**src/rtl/instr_fetch_unit.sv**
```systemverilog
// Instruction fetch unit: fetches words over a single-outstanding req/ack port into a small
// circular fetch queue and presents the head to the decoder with valid/ready. Taken beq and
// j (evaluated when the head is consumed) flush the queue and redirect the fetch PC.
// Optional build macro FETCH_PERF_CNT_EN adds perf_fetch_cnt / perf_squash_cnt outputs.
module instr_fetch_unit #(
  parameter logic [31:0] RESET_PC = 32'h0000_0000,
  parameter int unsigned FQ_DEPTH = 2
) (
  input  logic        clk,
  input  logic        rst,
  output logic        imem_req,
  output logic [31:0] imem_addr,
  input  logic        imem_ack,
  input  logic [31:0] imem_rdata,
`ifdef FETCH_PERF_CNT_EN
  output logic [31:0] perf_fetch_cnt,
  output logic [31:0] perf_squash_cnt,
`endif
  output logic        inst_valid,
  input  logic        inst_ready,
  output logic [31:0] inst,
  output logic [31:0] inst_pc,
  output logic [5:0]  opcode,
  output logic [5:0]  funct,
  input  logic        nPC_sel,
  input  logic        zero,
  input  logic        jump
);

  localparam int unsigned PTR_W = $clog2(FQ_DEPTH);
  localparam int unsigned CNT_W = PTR_W + 1;

  typedef enum logic [1:0] {StIdle, StReq, StSquash} state_e;

  state_e             state_q;
  logic [31:0]        q_inst [FQ_DEPTH];
  logic [31:0]        q_pc   [FQ_DEPTH];
  logic [PTR_W-1:0]   rd_ptr_q;
  logic [PTR_W-1:0]   wr_ptr_q;
  logic [CNT_W-1:0]   count_q;
  logic [CNT_W-1:0]   count_d;
  logic [31:0]        fetch_pc_q;
  logic [31:0]        fetch_pc_d;

  logic        consume;
  logic        take_jump;
  logic        redirect;
  logic        ack;
  logic        push;
  logic        space;
  logic [31:0] pc_plus4;
  logic [31:0] br_target;
  logic [31:0] j_target;
  logic [31:0] target;

  // Queue head is presented straight from storage; validity comes from the count.
  assign inst       = q_inst[rd_ptr_q];
  assign inst_pc    = q_pc[rd_ptr_q];
  assign opcode     = inst[31:26];
  assign funct      = inst[5:0];
  assign inst_valid = (count_q != '0);

  // Redirect decode, queue occupancy and next fetch PC.
  always_comb begin
    consume   = inst_valid & inst_ready;
    take_jump = consume & jump;
    redirect  = take_jump | (consume & nPC_sel & zero);
    pc_plus4  = inst_pc + 32'd4;
    br_target = pc_plus4 + {{14{inst[15]}}, inst[15:0], 2'b00};
    j_target  = {pc_plus4[31:28], inst[25:0], 2'b00};
    target    = take_jump ? j_target : br_target;
    ack       = imem_req & imem_ack;
    // Data acked in SQUASH or in a redirect cycle belongs to the wrong path.
    push      = ack & (state_q == StReq) & ~redirect;

    count_d = count_q;
    if (push) count_d = count_d + 1'b1;
    if (consume) count_d = count_d - 1'b1;
    if (redirect) count_d = '0;

    fetch_pc_d = fetch_pc_q;
    if (push) fetch_pc_d = fetch_pc_q + 32'd4;
    if (redirect) fetch_pc_d = target;

    // No request is outstanding after this edge, so only the queue needs room.
    space = (count_d < CNT_W'(FQ_DEPTH));
  end

  // Fetch FSM with registered request and address.
  always_ff @(posedge clk or posedge rst) begin
    if (rst) begin
      state_q   <= StIdle;
      imem_req  <= 1'b0;
      imem_addr <= RESET_PC;
    end else begin
      case (state_q)
        StIdle: begin
          imem_addr <= fetch_pc_d;
          if (space) begin
            state_q  <= StReq;
            imem_req <= 1'b1;
          end
        end
        StReq, StSquash: begin
          if (ack) begin
            imem_addr <= fetch_pc_d;
            if (space) begin
              state_q  <= StReq;
              imem_req <= 1'b1;
            end else begin
              state_q  <= StIdle;
              imem_req <= 1'b0;
            end
          end else if (redirect && state_q == StReq) begin
            // Keep req/addr stable; the stale response is dropped when it arrives.
            state_q <= StSquash;
          end
        end
        default: begin
          state_q  <= StIdle;
          imem_req <= 1'b0;
        end
      endcase
    end
  end

  // Circular fetch queue, occupancy count and fetch PC.
  always_ff @(posedge clk or posedge rst) begin
    if (rst) begin
      rd_ptr_q   <= '0;
      wr_ptr_q   <= '0;
      count_q    <= '0;
      fetch_pc_q <= RESET_PC;
      for (int i = 0; i < FQ_DEPTH; i++) begin
        q_inst[i] <= '0;
        q_pc[i]   <= '0;
      end
    end else begin
      if (push) begin
        q_inst[wr_ptr_q] <= imem_rdata;
        q_pc[wr_ptr_q]   <= imem_addr;
        wr_ptr_q         <= wr_ptr_q + 1'b1;
      end
      if (redirect) begin
        rd_ptr_q <= wr_ptr_q;
      end else if (consume) begin
        rd_ptr_q <= rd_ptr_q + 1'b1;
      end
      count_q    <= count_d;
      fetch_pc_q <= fetch_pc_d;
    end
  end

`ifdef FETCH_PERF_CNT_EN
  logic        discard;
  logic [31:0] flushed;

  // Wrong-path work: dropped responses plus queue entries behind the redirecting head.
  always_comb begin
    discard = ack & ((state_q == StSquash) | redirect);
    flushed = redirect ? (32'(count_q) - 32'd1) : 32'd0;
  end

  // Free-running performance counters, wrapping on overflow.
  always_ff @(posedge clk or posedge rst) begin
    if (rst) begin
      perf_fetch_cnt  <= '0;
      perf_squash_cnt <= '0;
    end else begin
      perf_fetch_cnt  <= perf_fetch_cnt + 32'(push);
      perf_squash_cnt <= perf_squash_cnt + 32'(discard) + flushed;
    end
  end
`endif

endmodule

```
**config.mk**
```make
export PLATFORM = sky130hd
export DESIGN_NAME = instr_fetch_unit
export DESIGN_NICKNAME = d
export VERILOG_FILES = /design/src/rtl/instr_fetch_unit.sv
export SDC_FILE = /design/constraint.sdc
export NUM_CORES = 1
export LEC_CHECK = 0
export BUFFER_PORTS_ARGS = -buffer_cell sky130_fd_sc_hd__buf_2
export CAP_MARGIN = 20
export CORE_UTILIZATION = 59
export DETAILED_ROUTE_END_ITERATION = 6
export PLACE_DENSITY = 0.81
export SETUP_SLACK_MARGIN = 0.5
export SLEW_MARGIN = 40
export SYNTH_ARGS = -nofsm -noshare
export SYNTH_HDL_FRONTEND = slang
export SYNTH_SLANG_ARGS = --single-unit
```
**constraint.sdc**
```tcl
create_clock -name clk -period 6.84 [get_ports clk]
set_input_delay 0.684 -clock clk [delete_from_list [all_inputs] [get_ports clk]]
set_output_delay 0.684 -clock clk [all_outputs]
set_load 0.1 [all_outputs]
```
Word level (Yosys, flattened, before mapping)
Cells that the tools add are included.

Add/subtract/negate cells: 7. Order comparisons: 4. Equality and inequality tests: 5. Muxes and demuxes: 29. Bitwise logic cells: 11. Reduce and logical (&&, ||, !) cells: 10.

Operators by type and width (count): 32-bit two-way mux (11); 64-bit bitwise mux (2); 32-bit by 3-bit adder with 32-bit output, second input constant (2); 32-bit one-hot mux with 2 select lines (1); 32-bit adder (1); 32-bit demux with 1-bit select (1); 2-bit two-way mux (6); 1-bit AND (7); 1-bit two-way mux (6); 2-bit AND reduction (3); 2-bit nonzero test (3); 2-bit >= comparator, second input constant (2); 2-bit inequality test, second input constant (2); 1-bit NOT with 2-bit output (2); 2-bit one-hot mux with 2 select lines (1); 3-bit inequality test, second input constant (1); 1-bit adder, second input constant (2); 2-bit by 1-bit adder with 2-bit output, second input constant (1); 2-bit by 1-bit == test with 1-bit output, second input constant (1); 2-bit == test, second input constant (1); 1-bit logical AND (2); 2-bit logical NOT (1); 2-bit by 1-bit less-than comparator with 1-bit output, second input constant (1); 2-bit less-than comparator, second input constant (1); other kinds (5) (5).

Register bits after elaboration: 199. Bits of input ports: 39. Output and inout port bits: 110.

Logic depth before layout (Yosys ltp)
Gate-level depths: netlist of the first run.

Depth in word-level cells: 15. Mapped depth: 24. Gate-level depth less buffers: 18.

Least setup slack after synthesis of the first run
OpenSTA, ideal clock, no wires.

Path kind: reg-to-reg. From: reg rd_ptr_q. To: reg imem_addr[30]. Library setup time: 0.126 ns. Arrival time: 5.252 ns. Required time: 6.714 ns. Path slack: 1.462 ns. Cell stages (with the launch flop): 25. Path buffers: 6. Clock period less this slack: 5.378 ns. Cells stage by stage: dfrtp_1 buf_4 buf_4 buf_2 buf_2 buf_2 buf_2 mux2i_1 inv_1 ha_1 inv_1 a21oi_1 nand2_1 a21oi_1 a21boi_0 xnor2_1 ha_1 a21o_1 a211o_1 a211oi_1 a21bo_2 a31oi_1 xor2_1 a21oi_2 mux2_2.

Cells in the longest elaborated chain, start to end: 10. Elaborated cells on any way between the ends: 13.

RTL lines: from (decl) (line 38) `logic [PTR_W-1:0] rd_ptr_q;`; from (signal assigned) (line 145) `rd_ptr_q <= wr_ptr_q;`; from (signal assigned) (line 147) `rd_ptr_q <= rd_ptr_q + 1'b1;`; 1-bit NOT with 2-bit output (not written as such) * (line 58) `assign inst_pc = q_pc[rd_ptr_q];`; 32-bit two-way mux (not written as such) * (3 in series) (line 58); net inst_pc[2] (line 22) `output logic [31:0] inst_pc,`; 32-bit by 3-bit adder with 32-bit output * (line 68) `pc_plus4 = inst_pc + 32'd4;`; 32-bit adder (line 69) `br_target = pc_plus4 + {{14{inst[15]}}, inst[15:0], 2'b00};`; 32-bit two-way mux * (line 71) `target = take_jump ? j_target : br_target;`; 32-bit two-way mux * (line 83) `if (redirect) fetch_pc_d = target;`; net fetch_pc_d[30] (line 43) `logic [31:0] fetch_pc_d;`; 32-bit two-way mux (line 105) `if (ack) begin`; 32-bit one-hot mux with 2 select lines * (line 96) `case (state_q)`; to (signal assigned) (line 98) `imem_addr <= fetch_pc_d;`; to (signal assigned) (line 106) `imem_addr <= fetch_pc_d;`; to (decl) (line 12) `output logic [31:0] imem_addr,`.

The timed path passes the listed nets; every way through them passes the cells marked *. The select of a mux whose other input is x is not followed. A chain may end at the register's enable or synchronous reset.

Worst setup path in the final report of the first run
From: reg rd_ptr_q. To: reg imem_addr[20].

Cells in the longest elaborated chain, start to end: 10. Elaborated cells on any way between the ends: 13.

RTL lines (line): 1-bit NOT with 2-bit output (not written as such) * (57, 58); 32-bit two-way mux (not written as such) (3 in series) (58); 32-bit by 3-bit adder with 32-bit output (68); 32-bit adder (69); 32-bit two-way mux * (71); 32-bit two-way mux * (83); net fetch_pc_d[20] (43); 32-bit two-way mux (105); 32-bit one-hot mux with 2 select lines * (96).

Marked as above.

==> results of run 1 <==
==> synthesized netlist by cell type (5+ instances only) <==
library cell / instances
sky130_fd_sc_hd__o211ai_1: 7
sky130_fd_sc_hd__and4_1: 5
sky130_fd_sc_hd__a211oi_1: 8
sky130_fd_sc_hd__xnor2_1: 50
sky130_fd_sc_hd__dfrtp_1: 199
sky130_fd_sc_hd__o221ai_1: 6
sky130_fd_sc_hd__o22ai_1: 9
sky130_fd_sc_hd__nor3_1: 12
sky130_fd_sc_hd__nand2b_1: 7
sky130_fd_sc_hd__a22oi_1: 5
sky130_fd_sc_hd__nand3b_1: 8
sky130_fd_sc_hd__o31ai_1: 5
sky130_fd_sc_hd__nand2_1: 88
sky130_fd_sc_hd__buf_4: 15
sky130_fd_sc_hd__nand3_1: 33
sky130_fd_sc_hd__nand4b_1: 5
sky130_fd_sc_hd__a21o_1: 19
sky130_fd_sc_hd__a31oi_1: 9
sky130_fd_sc_hd__clkbuf_1: 25
sky130_fd_sc_hd__xor2_1: 22
sky130_fd_sc_hd__mux2i_1: 20
sky130_fd_sc_hd__o21a_1: 7
sky130_fd_sc_hd__and3_1: 15
sky130_fd_sc_hd__nand4_1: 17
sky130_fd_sc_hd__mux2_2: 194
sky130_fd_sc_hd__inv_1: 41
sky130_fd_sc_hd__a21oi_1: 51
sky130_fd_sc_hd__buf_2: 13
sky130_fd_sc_hd__nor2_1: 46
sky130_fd_sc_hd__and2_1: 8
sky130_fd_sc_hd__o21ai_0: 28
sky130_fd_sc_hd__o21bai_1: 8
sky130_fd_sc_hd__ha_1: 40
==> stage by stage <==
step | area [um2] | hold slack [ps] | setup WS, ps | cells
after CTS | 13300 | 415 | 1950 | 1500
after global routing | 13300 | 421 | 1490 | 1500
after detailed placement | 12700 | 471 | 1980 | 1468
final | 13300 | 368 | 1840 | 1500
after global placement | 12700 | 455 | 2260 | 1466
after floorplan | 11800 | 440 | 730 | 1101
==> area by class of cell <==
class                      instances  area, um2
multi-input combinational        804       6410
fill                            1520       6250
sequential                       199       4980
timing repair buffer             159        852
clock buffer                      17        425
tap                              265        332
clock inverter                    15        171
inverter                          41        166
==> kinds of logic (layout without fill, tap and decap cells) <==
kind of cell | after synthesis | count (layout) | synth area share [%]
and+or+nand+nor | 268 | 268 | 11.6
muxes | 216 | 216 | 20.4
AOI/OAI and AO/OA | 206 | 206 | 12.2
DFF | 199 | 199 | 42.1
buffers and inverters | 98 | 232 | 3.94
xor gates and xnor gates | 73 | 73 | 5.46
adders and majority gates | 41 | 41 | 4.40
==> final timing paths <==
check	startpoint	cells after the start	to	slack, ps
hold / removal	rst	2	q_inst[31]$_DFFE_PP0P_	370
setup reg to reg	rd_ptr_q$_DFFE_PP0P_	16	imem_addr[20]$_DFFE_PP0P_	1840
hold reg to reg	fetch_pc_q[1]$_DFF_PP0_	2	fetch_pc_q[1]$_DFF_PP0_	490
setup / recovery	rd_ptr_q$_DFFE_PP0P_	16	imem_addr[20]$_DFFE_PP0P_	1840
min in group clk	imem_rdata[28]	2	q_inst[28]$_DFFE_PP0P_	470
max in group asynchronous	rst	3	rd_ptr_q$_DFFE_PP0P_	5210
==> critical path: cells and delay by family, from the launching register on <==
family          cells  cell delay, ps
fa+ha+maj           1             400
xor+xnor            1             160
flops               1             870
compound gates      6            1690
simple gates        7            1590
mux                 1             180
==> registers in the layout (all words and copies together), names as in the netlist <==
name	flops
count_q	2
fetch_pc_q	32
imem_addr	32
imem_req	1
q_inst	64
q_pc	64
rd_ptr_q	1
state_q	2
wr_ptr_q	1
==> metal layers <==
layer  vias up  wire (um)  GRT usage (%)
met5         -          0              0
met4         0       1520           16.2
met3        88       1650           5.16
met2       339      14900           51.7
met1      4665      12500           37.8
li1       4237          -              -
==> run summary, run 1 <==
The post-route clock period utilization is 73.1%. Largest area contributor in the synthesized netlist: sky130_fd_sc_hd__dfrtp_1. The tools report the summed instance area of the synthesized netlist as 11,800 um2. The via count of the first global-routing pass is 9,210. Compared with the post-synthesis result, the final layout area differs by 12.7%.

The tools report the number of standard cells after synthesis as 1,101. Summed over all nets, the half-perimeter wirelength after detailed placement is 21,900 um. In this run, post-CTS repair resized a total of 0 instances. The highest net fanout along the worst path came out at 59. After synthesis, the share of flip-flops with an asynchronous set or reset is 100%.

Setup repair after global routing left no endpoint under its margin. For the number of nets at the end of the flow, the log shows 1,302. The area share of the largest cell type after synthesis works out to 42.1%. TritonCTS created 17 clock buffers. The number of violations of the max-capacitance limit is 0, and the delay of the slowest cell on the worst path is 870 ps.

The number of vias in the routed layout came out at 9,329. The tree is rooted in a sky130_fd_sc_hd__clkbuf_16. DRC marker count from the first detailed-route iteration: 509. Flip-flop cell with the highest count after synthesis: sky130_fd_sc_hd__dfrtp_1.

The number of different library cells used by synthesis comes to 84. The buffers inserted during post-CTS setup optimization is 0, and the area of the core is 19,600 um2. Yosys printed 0 warnings.

The first global-routing pass estimated 48,000 um of wire. The total congestion overflow was 0; the final standard cell utilization of the core was 68.1%. Data arrives at the worst endpoint at 5380 ps. Yosys mapped a number of flops with a built-in enable equal to 0. The worst hold path belongs to the class in2async. The tools report the CTS sink count as 199. Yosys attributes the largest share of cell area to sky130_fd_sc_hd__dfrtp_1 (42%), sky130_fd_sc_hd__mux2_2 (18%), sky130_fd_sc_hd__ha_1 (4.2%), sky130_fd_sc_hd__xnor2_1 (3.7%), sky130_fd_sc_hd__nand2_1 (2.8%). The tools report the tightest slew margin relative to the limit as 50.2%. For this configuration, the core starts out at a cell density of 60.4%. After synthesis, the mean cell area works out to 10.8 um2. After detailed routing, the average wire length per cell comes to 20.4 um. The final number of setup-violating endpoints was 0.

The die covers 20,600 um2. After detailed routing, the number of vias per cell comes to 6.22. The tools report the type of destination of the critical path as a flip-flop. Derived from the worst setup path, the maximum achievable clock frequency is 0.200 GHz. The run gives 42.1% as the proportion of synthesized chip area in sequential cells. The run finished with clean final reports. Across the routed clock network, the largest skew measured is 15.8 ps.

The logs give 0 for the total of hold buffers inserted after clock tree synthesis and 7220 ps for the required time of the worst setup path. Of the cells placed in the final design, the portion with a size suffix greater than 1 is 33.7%. The library cell used most frequently in the layout, excluding fill and tap cells, is sky130_fd_sc_hd__dfrtp_1. The die is 144 um wide. For the final routed database, the setup TNS stands at 0 ps. During placement, the flow inserted port buffers numbering 148. The detail route stage leaves a number of antenna-violating nets equal to 0. The library cells used most frequently in the layout, excluding fill and tap cells, are sky130_fd_sc_hd__dfrtp_1 (198), sky130_fd_sc_hd__mux2_2 (194), sky130_fd_sc_hd__buf_2 (148). The number of nets handed over by synthesis was 1,181. The number of endpoints with negative hold slack in the final report was 0.

The clock period minus worst slack was 5000 ps; the total number of H-tree levels was 4. The worst-skew pair later-pin latency is 450 ps, and the number of storage elements in the synthesis netlist is 199. The run gives 2 as the deepest clock path buffer count. STA classifies the critical path startpoint as a flip-flop. The antenna diode count was 0.

The initial antenna violation count was 0. The height of the die was 144 um. Clock-pin transition on the worst setup and hold timing paths: 80 ps. Walking the worst path, the cells encountered are nand3_1 -> a22oi_1 -> a21boi_1 -> and3_1 -> nand3_1 -> nor2_1 -> nand2_1 -> xnor2_1 -> ha_1 -> a21o_1 -> a21o_1 -> a2111oi_2 -> nor3_1 -> or3b_1 -> a22oi_2 -> mux2_2.

For the placer congestion estimate, the log shows 0.907. Entering global routing, the biggest net connects 146 pins. The logs give 0 for the count of final max-slew check failures and 30.7% for the all-layer global routing usage. The number of top-level design ports is 149. The run gives 0 as the count of unresolved DRC violations after routing. TritonCTS built the clock tree. For this run, the detailed router's first-pass iteration total came to 5. At the pin with the least slew margin, the transition time is 747 ps. For the total wirelength of the detailed-routed design, the log shows 30,500 um.

The library cell contributing the largest single delay on the critical path is sky130_fd_sc_hd__dfrtp_4. In this run the core area contains 51 standard-cell rows. Category of the most critical setup path: reg2reg.
Power of run 1 is left out: the tool's default activity adds up to more than one toggle a clock period on the data nets, which glitch-free logic cannot reach.
==> run 2, diff against run 1 <==
Settings changed: ABC_AREA from default to 1, CORE_UTILIZATION 59 to 54, PLACE_DENSITY 0.81 to 0.78.
Clock period 6.84 ns to 4.1 ns, I/O delays scaled along.
==> run summary, run 2 <==
After synthesis, the most frequently instantiated cells are sky130_fd_sc_hd__nand2_1 (572), sky130_fd_sc_hd__o21ai_0 (213), sky130_fd_sc_hd__dfrtp_1 (199). The worst path arrival time is 4120 ps. For the post-placement cell count, the log shows 2,081.

The final number of setup-violating endpoints came out at 0. In the layout the commonest cells are sky130_fd_sc_hd__nand2_1 (513), sky130_fd_sc_hd__dfrtp_1 (198), sky130_fd_sc_hd__o21ai_0 (189). The tightest min-delay check is of the in2async type. Measured against its own limit, the worst slew margin works out to 38.3%. Using the TritonRoute via totals, the vias-per-cell ratio works out to 5.73. The logs give 79.5 ps for the placement-stage worst setup slack and 4 for the total number of H-tree levels.

The detailed router placed 12,400 vias in this run. After floorplanning, the core was sized to cover 21,900 um2. Library cell contributing the largest single delay on the critical path: sky130_fd_sc_hd__o22ai_1. The number of buffers inserted by port buffering was 148; the number of iterations in the first detailed-routing pass was 7. Setup repair after global routing could not meet its margin everywhere. The async set-reset flop share out of synthesis was 100%; the timing-limited maximum frequency was 0.267 GHz. The proportion of layout cells with a drive suffix above 1 works out to 27.0%. The adder-cell share of the synthesized area is 4.30%, and the required time of the worst setup path is 4470 ps.

After the flow finishes, the layout carries non-filler instances totaling 2,160. The filler cells instantiated in the layout total 1,774. After the first detailed-routing iteration, the DRC count stood at 1,099.

The final reports fail on DRC. In the global route stage, overall resource usage came out at 34.3%. The post-route worst setup slack was 349 ps. After synthesis the netlist holds a flip-flop and latch count of 199. Clock tree synthesis inserted a total of 17 buffers. Of all cell types, the one taking the most synthesized area is sky130_fd_sc_hd__dfrtp_1. In this run the register-to-register setup slack is 350 ps. Synthesis handed over a netlist of 1,698 instances. TritonCTS built the clock tree. The final layout contains 1,947 nets.

After layout, the worst path uses 91.5% of the clock period. Counting flops with a built-in enable in the synthesized netlist gives 0. A synthesized cell averages 7.13 um2.

The run gives 23,000 um2 as the die area. The startpoint of the lowest-slack register-to-register path was rd_ptr_q$_DFFE_PP0P_. The routed design has 40,600 um of wire. Along the worst path, the maximum fanout reaches 7. The total congestion overflow was 0. The CTS sink count was 199; the worst-skew pair later-pin latency was 450 ps. 149 I/O pins were placed. In this run the worst setup path begins at rd_ptr_q$_DFFE_PP0P_.

The logs give 12,100 um2 for the summed instance area of the synthesized netlist and 1,778 for the net count after synthesis. Category of the most critical setup path: reg2reg. The flow ran to the end, but the final reports show violations. The tools report the buffer type at the clock tree root as sky130_fd_sc_hd__clkbuf_16. The most numerous cell type found on the critical path is sky130_fd_sc_hd__nand2_4. In this run the critical register-to-register path is captured at imem_addr[10]$_DFFE_PP0P_. The worst clock skew came out at 12.7 ps. In the final layout, the registers with the most flip-flops are q_inst (64), q_pc (64).

The tools report the count of unresolved DRC violations after routing as 1. Detailed placement ended at an HPWL of 28,100 um. Of the post-synthesis cell area, the part taken by muxes is 0.0827%. The synthesis-to-layout area growth is 26.2%. The post-synthesis xor/xnor area fraction is 2.97%.

The count of final max-slew check failures was 0; the clock-pin transition on the worst setup and hold timing paths was 90 ps. Summing the areas of all compound-gate instances in the mapped netlist gives 13.5% of the synthesized area. Across the run, the number of max-cap violations was 0. Sequential cells were found to cover 41.1% of the synthesized design area.

Summing the areas of all and, or, nand and nor instances in the mapped netlist gives 29.0% of the synthesized area. The category of the worst setup path launch point was a flip-flop. In this run the vertical extent of the chip is 152 um. The dominant combinational cell family by area after synthesis was simple AND/OR/NAND/NOR gates.

The post-detailed-placement cell area is 13,200 um2. Once detail routing completed, the nets flagged for antenna violations numbered 0. After synthesis, the cell types taking the most area are sky130_fd_sc_hd__dfrtp_1 (41%), sky130_fd_sc_hd__nand2_1 (18%), sky130_fd_sc_hd__o21ai_0 (8.8%), sky130_fd_sc_hd__inv_1 (5.9%), sky130_fd_sc_hd__ha_1 (4.1%).

Endpoint of the worst setup timing path: imem_addr[10]$_DFFE_PP0P_. The initialized floorplan defines 54 standard-cell rows. The tools report the number of library cell types mapped by synthesis as 48.

In this run, post-CTS hold repair placed 0 buffers. The type of destination of the critical path is a flip-flop. The die extent in x is 152 um. The initial antenna violation count is 0. The signal on the critical path passes through buf_12 -> nand2_4 -> nand2_4 -> nand2_4 -> nor2_4 -> inv_2 -> nor4_4 -> buf_4 -> xor2_2 -> ha_4 -> inv_1 -> o21ai_2 -> nor2_1 -> nand2_2 -> xnor2_1 -> nand2_1 -> o21ai_0 -> o22ai_1 -> nand2_1 -> o21ai_0.

The via count of the first global-routing pass is 11,000, and the area share of the largest cell type after synthesis is 41.1%. Flip-flop cell with the highest count after synthesis: sky130_fd_sc_hd__dfrtp_1. The routed wirelength normalized by instance count came out at 18.8 um. The most common cell in the synthesized netlist is sky130_fd_sc_hd__nand2_1. Slew at the pin with the worst max-slew slack: 925 ps. Setup total negative slack on the finished layout was measured at 0 ps. Entering global routing, the biggest net connects 120 pins. The first global-routing pass estimated 59,300 um of wire. The count of warnings emitted by yosys was 0. For this configuration, the core starts out at a cell density of 55.3%. Leaving out fill and tap cells, the most frequent cell in the layout is sky130_fd_sc_hd__nand2_1. For the placer congestion estimate, the log shows 0.978.

Counting along the longest clock path gives a buffer depth of 2. Summing all non-filler instances in the final layout gives an area of 15,300 um2. The number of cells on the worst reg-to-reg path is 20. 0 antenna diodes ended up in the layout. The routed design could run at a clock period as short as 3750 ps.

The number of endpoints with negative hold slack in the final report was 0; the delay of the slowest cell on the worst path was 550 ps.
-- run 2: stage by stage --
step	utilization, %	hold WS [ps]
2_1_floorplan	-	446
3_3_place_gp	60.4	460
3_5_place_dp	60.4	468
4_1_cts	64.0	26.9
5_1_grt	69.8	39.3
6_report	69.8	13.5
-- run 2: metal layers --
layer | global-route usage, % | vias to the layer above | part of all wire, %
met5 | 0 | - | 0
met2 | 54.2 | 582 | 46
met3 | 5.45 | 114 | 6.9
li1 | - | 5777 | -
met4 | 17.4 | 0 | 5.5
met1 | 45.6 | 5893 | 41
-- run 2: worst max-delay path: cells and delay by family (launching register included) --
family | cells | cell delay [ps]
simple gates | 9 | 1060
xor+xnor | 2 | 390
fa+ha+maj | 1 | 260
compound gates | 4 | 870
flops | 1 | 540
buf+inv | 4 | 520
-- run 2: worst min path at each step --
stage / endpoint / slack [ps] / depth (start not counted)
after floorplan: q_inst[15]$_DFFE_PP0P_ / 450 / 2
after global placement: q_inst[16]$_DFFE_PP0P_ / 460 / 2
after detailed placement: q_inst[47]$_DFFE_PP0P_ / 470 / 2
after CTS: q_pc[6]$_DFFE_PP0P_ / 30 / 2
after global routing: imem_addr[6]$_DFFE_PP0P_ / 40 / 2
final: q_pc[6]$_DFFE_PP0P_ / 10 / 2
-- run 2: what timing repair did --
item / CTS / global route
pin swaps: 3 / 97
setup endpoints to repair: 32 / 43
cloned: 0 / 3
gates resized for setup: 35 / 243
setup buffers: 5 / 39
-- run 2: area by class of cell --
type	count	area, um2	share of cell area, %
timing repair buffer	219	1370	8.96
inverter	195	757	4.95
sequential	199	4980	32.6
timing repair inverter	1	5.00	0.0327
tap	280	350	2.29
multi-input combinational	1234	7210	47.2
clock inverter	14	179	1.17
clock buffer	18	429	2.81
-- run 2: kinds of logic (layout without fill, tap and decap cells) --
kind of cell	count (synthesis)	count (layout)
AO/OA/AOI/OAI	309	309
AND/OR/NAND/NOR	842	842
flip-flops	199	199
XOR/XNOR	41	41
adder cells (fa/ha/maj)	41	41
multiplexers	1	1
buffers and inverters	265	447
Power of run 2 is left out for the same reason.
==> run 3, diff against run 2 <==
Settings changed: TNS_END_PERCENT from default to 5.
Clock period 4.1 ns to 3.4 ns, I/O delays scaled along.
==> run summary, run 3 (synthesis gave the netlist of run 2 again) <==
The flow ran to the end, but the final reports show violations. The final reports fail on DRC, setup timing. The layout filler cell count was 1,685; the number of vias in the routed layout was 13,000.

The via count of the first global-routing pass is 11,900, and the worst clock skew is 19.8 ps. The initial utilization of the core area, before any placement, comes to 55.3%. Clock-pin transition on the worst setup and hold timing paths: 90 ps. The final number of setup-violating endpoints came out at 43. Cells fill 75.4% of the core in the end.

The highest net fanout along the worst path is 8, and the DRC marker count from the first detailed-route iteration is 983. The tightest hold path in the finished design has a slack of 145 ps. Across the run, the number of max-cap violations was 0. The height of the die was 152 um; the flip-flop and latch area was 4980 um2. Buffers placed on the I/O ports in this run total 148. The largest registers in the layout are q_inst (64), q_pc (64).

The core region is 21,900 um2. Summed over all layers, the routed wires come to 43,200 um. The number of nets with antenna violations after detailed routing was 0.

The leading cell type in the layout, fill and taps excluded is sky130_fd_sc_hd__nand2_1. Type of destination of the critical path: a flip-flop. The worst setup path is launched from a flip-flop.

The tools report the initial antenna violation count as 0. The tightest slew margin relative to the limit came out at 56.6%. The H-tree was split into 4 levels.

For the count of final max-slew check failures, the log shows 0. Synthesis-to-layout area growth: 36.3%. CTS saw 199 sinks. Row count: 54.

The deepest clock path buffer count is 2, and the placer congestion estimate is 0.975. For this run, the total global-route usage over all layers was measured as 37.0%. The die is 152 um wide. Once detailed placement completed, the half-perimeter wirelength came to 30,900 um.

The pin count of the biggest net entering global routing is 76, and the number of iterations in the first detailed-routing pass is 7. The clock period minus worst slack came out at 3690 ps. Clock tree synthesis inserted a total of 17 buffers.

The total negative setup slack is -6280 ps, and the routed wirelength normalized by instance count is 18.4 um. The run gives 4000 ps as the worst path arrival time. Setup repair after global routing could not meet its margin everywhere. The post-route netlist has 32.3% of its cells at a drive strength greater than 1. Data on the critical path is required at its endpoint by 3710 ps.

The total congestion overflow is 0. The number of endpoints with negative hold slack in the final report came out at 0. For this run, the top clock speed supported by timing is 0.271 GHz.

TritonCTS built the clock tree. The antenna diode count is 0. The later pin in the worst-skew pair is clocked with a latency of 450 ps. The category of the most critical setup path was reg2reg. The tools report the number of top-level design ports as 149. Slew at the pin with the worst max-slew slack: 651 ps. In the routed design, unresolved DRC markers number 2. Of the available clock period, the critical path in the final layout requires 109%. The die covers 23,000 um2. The number of vias per cell after detailed routing was 5.55.

The post-route worst setup slack is -292 ps, and the wire length of the first global-routing pass is 64,000 um. The class of the tightest hold or removal check is in2reg. The cell sitting at the root of the clock tree is a sky130_fd_sc_hd__clkbuf_16. Summing all multi-input logic gate instances after layout gives 6910 um2. Number of nets at the end of the flow: 2,135. In the layout the commonest cells are sky130_fd_sc_hd__nand2_1 (525), sky130_fd_sc_hd__buf_4 (245), sky130_fd_sc_hd__dfrtp_1 (198).
==> run 3: path summary, 6_finish.rpt <==
kind,startpoint,end,slack [ps],depth (start not counted)
worst min register to register,q_inst[18]$_DFFE_PP0P_,q_inst[18]$_DFFE_PP0P_,490,2
max in group asynchronous,rst,fetch_pc_q[29]$_DFF_PP0_,2100,5
worst min-delay path,imem_rdata[29],q_inst[29]$_DFFE_PP0P_,150,3
worst max register to register,rd_ptr_q$_DFFE_PP0P_,imem_addr[30]$_DFFE_PP0P_,-290,25
min in group asynchronous,rst,imem_addr[4]$_DFFE_PP0P_,450,3
worst max-delay path,rd_ptr_q$_DFFE_PP0P_,imem_addr[30]$_DFFE_PP0P_,-290,25
==> run 3: area by class of cell <==
| cell class | instances | area share (%) |
|---|---|---|
| Inverter | 195 | 4.59 |
| Sequential cell | 199 | 30.2 |
| Timing Repair Buffer | 408 | 17.6 |
| Tap cell | 280 | 2.12 |
| Clock inverter | 14 | 1.07 |
| Clock buffer | 17 | 2.58 |
| Multi-Input combinational cell | 1234 | 41.9 |
==> run 3: per-layer routing <==
metal  global-route usage, %  wire length (um)  part of all wire [%]  up-vias
met4                    18.0              2410                   5.6        0
met3                    5.51              3220                   7.5      108
li1                        -                 -                     -     6146
met5                       0                 0                     0        -
met2                    59.0             20000                    46      622
met1                    49.1             17500                    41     6150
==> run 3: per-stage QoR <==
step                area, um2  std cells  setup WS, ps
floorplan               12200       1698          -193
global placement        14800       2285          -405
detailed placement      14800       2285          -381
CTS                     15900       2329          -185
global route            16500       2347          -504
finish                  16500       2347          -292
==> run 3: worst max-delay path, stage by stage (launching register included) <==
cell and delay, ps:
sky130_fd_sc_hd__dfrtp_2 470, sky130_fd_sc_hd__clkinv_4 120, sky130_fd_sc_hd__nand2_2 60, sky130_fd_sc_hd__nand2_2 110
sky130_fd_sc_hd__nand2_2 70, sky130_fd_sc_hd__nor2_4 160, sky130_fd_sc_hd__inv_2 80, sky130_fd_sc_hd__nor4_4 280
sky130_fd_sc_hd__nand3_2 160, sky130_fd_sc_hd__nor3_2 200, sky130_fd_sc_hd__buf_4 150, sky130_fd_sc_hd__nand3_2 60
sky130_fd_sc_hd__xor2_1 170, sky130_fd_sc_hd__ha_1 310, sky130_fd_sc_hd__buf_4 150, sky130_fd_sc_hd__buf_4 140
sky130_fd_sc_hd__inv_4 60, sky130_fd_sc_hd__o21ai_2 70, sky130_fd_sc_hd__a21oi_1 140, sky130_fd_sc_hd__o21ai_1 70
sky130_fd_sc_hd__nor2_1 140, sky130_fd_sc_hd__nand3_1 90, sky130_fd_sc_hd__nand3_1 90, sky130_fd_sc_hd__nand3_2 70
sky130_fd_sc_hd__nand2_1 60, sky130_fd_sc_hd__o21ai_1 60
==> run 3: repair_timing <==
| item | 4_1_cts | 5_1_grt |
|---|---|---|
| hold endpoints to repair | 0 | 17 |
| hold buffers | 0 | 1 |
| pin swaps | 33 | 40 |
| cloned | 1 | 0 |
| endpoints found under the setup margin | 53 | 60 |
| gates resized for setup | 108 | 100 |
| buffers inserted | 12 | 16 |
Power of run 3 is left out for the same reason.
